===== src/rtl/gate_seq_pkg.sv =====
// rtl/gate_seq_pkg.sv - shared opcodes, FSM states and parameter limits for the gate sequencer
package gate_seq_pkg;

    typedef enum logic [2:0] {
        OP_NOT  = 3'd0,
        OP_AND  = 3'd1,
        OP_OR   = 3'd2,
        OP_XOR  = 3'd3,
        OP_NAND = 3'd4,
        OP_NOR  = 3'd5,
        OP_XNOR = 3'd6,
        OP_BUF  = 3'd7
    } gate_op_e;

    typedef enum logic [2:0] {
        ST_IDLE   = 3'd0,
        ST_APPLY  = 3'd1,
        ST_SETTLE = 3'd2,
        ST_CHECK  = 3'd3,
        ST_DONE   = 3'd4
    } seq_state_e;

    localparam int N_IN_MIN   = 1;
    localparam int N_IN_MAX   = 4;
    localparam int SETTLE_MIN = 1;
    localparam int SETTLE_MAX = 15;

endpackage


===== src/rtl/gate_ref_model.sv =====
// rtl/gate_ref_model.sv - combinational expected output of the selected gate for a stimulus vector
module gate_ref_model
    import gate_seq_pkg::*;
#(
    parameter int N_IN = 2
) (
    input  logic [2:0]      gate_sel,
    input  logic [N_IN-1:0] vec,
    output logic            exp_y
);

    always_comb begin
        exp_y = 1'b0;
        case (gate_op_e'(gate_sel))
            OP_NOT:  exp_y = ~vec[0];
            OP_AND:  exp_y = &vec;
            OP_OR:   exp_y = |vec;
            OP_XOR:  exp_y = ^vec;
            OP_NAND: exp_y = ~&vec;
            OP_NOR:  exp_y = ~|vec;
            OP_XNOR: exp_y = ~^vec;
            OP_BUF:  exp_y = vec[0];
            default: exp_y = 1'b0;
        endcase
    end

endmodule


===== src/rtl/gate_tt_sequencer.sv =====
// rtl/gate_tt_sequencer.sv - truth-table sweep of a gate under test; GATE_SEQ_FAIL_LOG_EN adds first_fail_vec
module gate_tt_sequencer
    import gate_seq_pkg::*;
#(
    parameter int N_IN   = 2,
    parameter int SETTLE = 2
) (
    input  logic            clk,
    input  logic            rst_n,
    input  logic            start,
    input  logic [2:0]      gate_sel,
    output logic [N_IN-1:0] vec,
    input  logic            dut_y,
    output logic            busy,
    output logic            done,
    output logic            pass,
    output logic [N_IN:0]   err_cnt
`ifdef GATE_SEQ_FAIL_LOG_EN
    ,
    output logic [N_IN-1:0] first_fail_vec
`endif
);

    localparam logic [3:0] SETTLE_LAST = 4'(SETTLE - 1);

    seq_state_e state, state_nxt;
    logic [2:0] sel_q;
    logic [3:0] settle_cnt;
    logic       dut_y_q;
    logic       exp_y;
    logic       mismatch;

    gate_ref_model #(.N_IN(N_IN)) u_ref (
        .gate_sel (sel_q),
        .vec      (vec),
        .exp_y    (exp_y)
    );

    always_ff @(posedge clk or negedge rst_n) begin
        if (!rst_n) state <= ST_IDLE;
        else        state <= state_nxt;
    end

    always_comb begin
        state_nxt = state;
        busy      = 1'b0;
        done      = 1'b0;
        case (state)
            ST_IDLE:   if (start) state_nxt = ST_APPLY;
            ST_APPLY:  begin busy = 1'b1; state_nxt = ST_SETTLE; end
            ST_SETTLE: begin
                busy = 1'b1;
                if (settle_cnt == SETTLE_LAST) state_nxt = ST_CHECK;
            end
            ST_CHECK:  begin
                busy      = 1'b1;
                state_nxt = (&vec) ? ST_DONE : ST_APPLY;
            end
            ST_DONE:   begin done = 1'b1; state_nxt = ST_IDLE; end
            default:   state_nxt = ST_IDLE;
        endcase
    end

    assign mismatch = (state == ST_CHECK) && (dut_y_q != exp_y);

    // dut_y is registered every cycle so CHECK sees the value after the full settle window
    always_ff @(posedge clk or negedge rst_n) begin
        if (!rst_n) begin
            sel_q          <= '0;
            vec            <= '0;
            err_cnt        <= '0;
            pass           <= 1'b0;
            settle_cnt     <= '0;
            dut_y_q        <= 1'b0;
`ifdef GATE_SEQ_FAIL_LOG_EN
            first_fail_vec <= '0;
`endif
        end else begin
            dut_y_q <= dut_y;
            case (state)
                ST_IDLE: if (start) begin
                    sel_q          <= gate_sel;
                    vec            <= '0;
                    err_cnt        <= '0;
                    pass           <= 1'b0;
`ifdef GATE_SEQ_FAIL_LOG_EN
                    first_fail_vec <= '0;
`endif
                end
                ST_APPLY:  settle_cnt <= '0;
                ST_SETTLE: settle_cnt <= settle_cnt + 4'd1;
                ST_CHECK: begin
                    if (mismatch) begin
                        err_cnt <= err_cnt + (N_IN+1)'(1);
`ifdef GATE_SEQ_FAIL_LOG_EN
                        if (err_cnt == '0) first_fail_vec <= vec;
`endif
                    end
                    if (!(&vec)) vec <= vec + N_IN'(1);
                end
                ST_DONE:   pass <= (err_cnt == '0);
                default: ;
            endcase
        end
    end

endmodule


===== config.mk =====
export PLATFORM = sky130hd
export DESIGN_NAME = gate_tt_sequencer
export DESIGN_NICKNAME = d
export VERILOG_FILES = /design/src/rtl/gate_seq_pkg.sv /design/src/rtl/gate_ref_model.sv /design/src/rtl/gate_tt_sequencer.sv
export SDC_FILE = /design/constraint.sdc
export NUM_CORES = 1
export LEC_CHECK = 0
export ABC_AREA = 0
export CAP_MARGIN = 0
export CORE_UTILIZATION = 36
export CTS_CLUSTER_DIAMETER = 150
export DETAILED_ROUTE_END_ITERATION = 8
export HOLD_SLACK_MARGIN = 0.08
export PLACE_DENSITY = 0.65
export SYNTH_ARGS = -nofsm -noshare
export SYNTH_HDL_FRONTEND = slang
export SYNTH_HIERARCHICAL = 1
export SYNTH_SLANG_ARGS = --single-unit

===== constraint.sdc =====
create_clock -name clk -period 6 [get_ports clk]
set_input_delay 1.2 -clock clk [delete_from_list [all_inputs] [get_ports clk]]
set_output_delay 1.2 -clock clk [all_outputs]
set_load 0.005 [all_outputs]

==> flow_summary_export.csv <==
group,metric,value,unit
synth,ys_warn_count,6,
critical_path,cp.arrival,1.93,ns
timing,max_freq,319,MHz
power_and_ir_drop,p_comb_frac,0.469,
power_and_ir_drop,power,0.548,mW
grt,track_usage,0.157,
clocking,cts_resized,0,
synth,ys_seq_elements,17,
synth,synth_nets,112,
drt,drt_iter0_markers,20,
drt,vias_per_cell,5.51,
layout,drive_above_1_share,0.0893,
floorplan,start_util,0.393,
grt,grt_max_degree,18,
power_and_ir_drop,power_frac_clock,0.112,
drt,wl_met3,54,µm
floorplan,rows,18,
critical_path,crit_path_max_fanout,15,
min_path,min_path_type,"reg -> reg",
min_path,hold_depth,1,
drt,routedWlPerCell,13.8,µm
synth,synthTopCellsByCount,"dfrtp_1 (17), inv_1 (10), a21oi_1 (7), ha_1 (7)",
power_and_ir_drop,p_int,0.321,mW
outcome,status,"complete, no violations",
min_path,hold_end,"pass",
timing,tightest_slew,0.807,ns
timing,fin_crit,3.13,ns
synth,synth_cell_types,36,
synth,synthMostInstantiatedCell,"dfrtp_1",
floorplan,dieArea,3000,µm²
clocking,cts_inserted_buffers,3,
clocking,cts.path.max_buffers,2,
power_and_ir_drop,power_density,464,nW/µm²
critical_path,reg2reg_depth,8,
placement,placed_cells,138,
timing,setup_viol,0,
drt,drt_wl_total,1.96,mm
synth,synth_ff_type,"dfrtp_1",
synth,syn_inst,98,
synth,synth_edf_count,0,
grt,grt_overflow,0,
synth,syn_area_per_cell,10.2,µm²
clocking,path_clk_slew,0.10,ns
clocking,cts-root-buf,"clkbuf_4",
layout,fin_cells,142,
clocking,ctsHoldBuffers,0,
drt,met1_length,966,µm
drt,wl_met2,922,µm
timing,finalMaxSlewViolations,0,
layout,multi_input_area,513,µm²
grt,grt_pass1_vias,721,
timing,slew-limit-headroom,0.460,
clocking,insertion_delay,0.29,ns
synth,synth-seq-area-share,0.425,
timing,skew,0.00291,ns
power_and_ir_drop,peakVddDrop,0.230,mV
power_and_ir_drop,pwr-share-seq,0.419,
placement,io_buffers,14,
clocking,clock-sinks,17,
power_and_ir_drop,p_sw_frac,0.414,
power_and_ir_drop,leakagePower,0.495,nW
critical_path,reg2reg_from,"vec[0]",
drt,top_layer_used,"met4",
timing,fin_crit_sh,0.522,
job,drv_cap,0,
synth,yosys.area.top_type,"dfrtp_1",
synth,synth_area_leaders,"dfrtp_1 (43%), ha_1 (8.8%), inv_1 (3.8%)",
floorplan,io_pins,15,
layout,ff_latch_area,425,µm²
clocking,cts_tree,"built",
timing,hold_viol,0,
min_path,hold_start,"pass",
critical_path,rr_endpoint,"err_cnt[0]",
critical_path,worst_setup_path_start_kind,"register",
drt,ant_nets,0,
layout,fin_nets,127,
critical_path,ff2ff_setup_slack,3.68,ns
synth,async_reset_ff_frac,1.00,
critical_path,worst_ep_required_time,4.80,ns
drt,drt_drc_violations_left,0,
floorplan,core,2540,µm²
clocking,cts_max_level,1,
layout,syn_to_final_growth,17.9,%
layout,diodes,0,
synth,synth_top_cell_area_share,0.425,
power_and_ir_drop,p_switching,0.227,mW
grt,antenna_found_initial,0,
placement,globalplace.congestion,0.724,
drt,dr.pass1.iters,4,
floorplan,die_h,54.7,µm
clocking,postCtsSetupRepairBufs,0,
floorplan,die_w,54.7,µm
critical_path,worstSetupEndpointType,"output pin",
layout,fill_cells,243,
timing,rsz0062_at_grt,"false",
grt,grt_pass1_wl,3.31,mm
critical_path,critPathKind,"reg -> out",
synth,netlist_area,1000,µm²
placement,hpwl,1.38,mm
drt,detailroute.via_count,783,
timing,setup_tns,0,ns
==> sequential cells by signal, indices dropped and copies added, names as in the netlist <==
name / cells
pass: 1
sel_q: 3
settle_cnt: 4
vec: 2
dut_y_q: 1
err_cnt: 3
state: 3
==> critical path, stage by stage, from the launching register on <==
cell and delay [ns]:
dfrtp_1 0.63, inv_1 0.14, nor3_1 0.32, clkdlybuf4s50_1 0.56
==> final cells by class <==
| cell class | count | area share |
|---|---|---|
| inverters | 10 | 0.0318 |
| multi-input cells | 67 | 0.435 |
| well taps | 30 | 0.0318 |
| repair buffers | 14 | 0.119 |
| flip-flops and latches | 17 | 0.361 |
| clock buffers | 4 | 0.0223 |
==> worst max-delay path by stage <==
stage                 end  depth (start not counted)  slack (ns)      from
2_1_floorplan  err_cnt[0]                          8        3.94    vec[0]
3_3_place_gp         done                          3        3.23  state[2]
3_5_place_dp         done                          3        3.20  state[2]
4_1_cts              done                          3        2.86  state[2]
5_1_grt              done                          3        2.75  state[2]
6_report             done                          3        2.87  state[2]
==> layer usage <==
layer	vias up	GRT usage
li1	385	-
met1	385	0.217
met2	9	0.239
met3	4	0.0250
met4	0	0.0641
met5	-	0
==> metrics by stage <==
| stage | instance area, µm² | utilization | hold slack, ns | setup slack [ns] |
|---|---|---|---|---|
| floorplan | 1000 | - | 0.489 | 3.94 |
| global placement | 1150 | 0.453 | 0.515 | 3.23 |
| detailed placement | 1150 | 0.453 | 0.512 | 3.20 |
| CTS | 1180 | 0.464 | 0.536 | 2.86 |
| global route | 1180 | 0.464 | 0.554 | 2.75 |
| finish | 1180 | 0.464 | 0.529 | 2.87 |
==> cells in the final DEF, fill, tap and decap left out, types with 2 or more instances in the layout <==
cell type | Yosys | layout
nor2_1 | 4 | 4
mux2_2 | 3 | 3
clkdlybuf4s50_1 | 0 | 14
nand2_1 | 2 | 2
o22ai_1 | 3 | 3
a32o_1 | 3 | 3
ha_1 | 7 | 7
nor3_1 | 5 | 5
nand4_1 | 2 | 2
nand3_1 | 3 | 3
mux2i_1 | 2 | 2
inv_1 | 10 | 10
clkbuf_4 | 0 | 3
a31oi_1 | 2 | 2
and2_1 | 2 | 2
dfrtp_1 | 17 | 17
o21ai_0 | 5 | 5
a21oi_1 | 7 | 7
==> cells by family (layout without fill, tap and decap cells) <==
| kind of cell | Yosys count | after routing | synth area share |
|---|---|---|---|
| AND/OR/NAND/NOR | 25 | 25 | 0.157 |
| AO/OA/AOI/OAI | 28 | 28 | 0.196 |
| buffers and inverters | 14 | 28 | 0.0625 |
| adder cells (fa/ha/maj) | 7 | 7 | 0.0875 |
| flip-flops | 17 | 17 | 0.425 |
| multiplexers | 5 | 5 | 0.0537 |
| XOR/XNOR | 2 | 2 | 0.0175 |
==> power by group through the flow <==
stage          Combinational, mW  Clock, mW  Sequential, mW
6_report                   0.257     0.0615           0.229
5_1_grt                    0.290     0.0694           0.241
4_1_cts                    0.257     0.0647           0.229
3_5_place_dp               0.254          0           0.232
3_3_place_gp               0.249          0           0.229
2_1_floorplan              0.207          0           0.203
(Power assumes the default switching activity.)
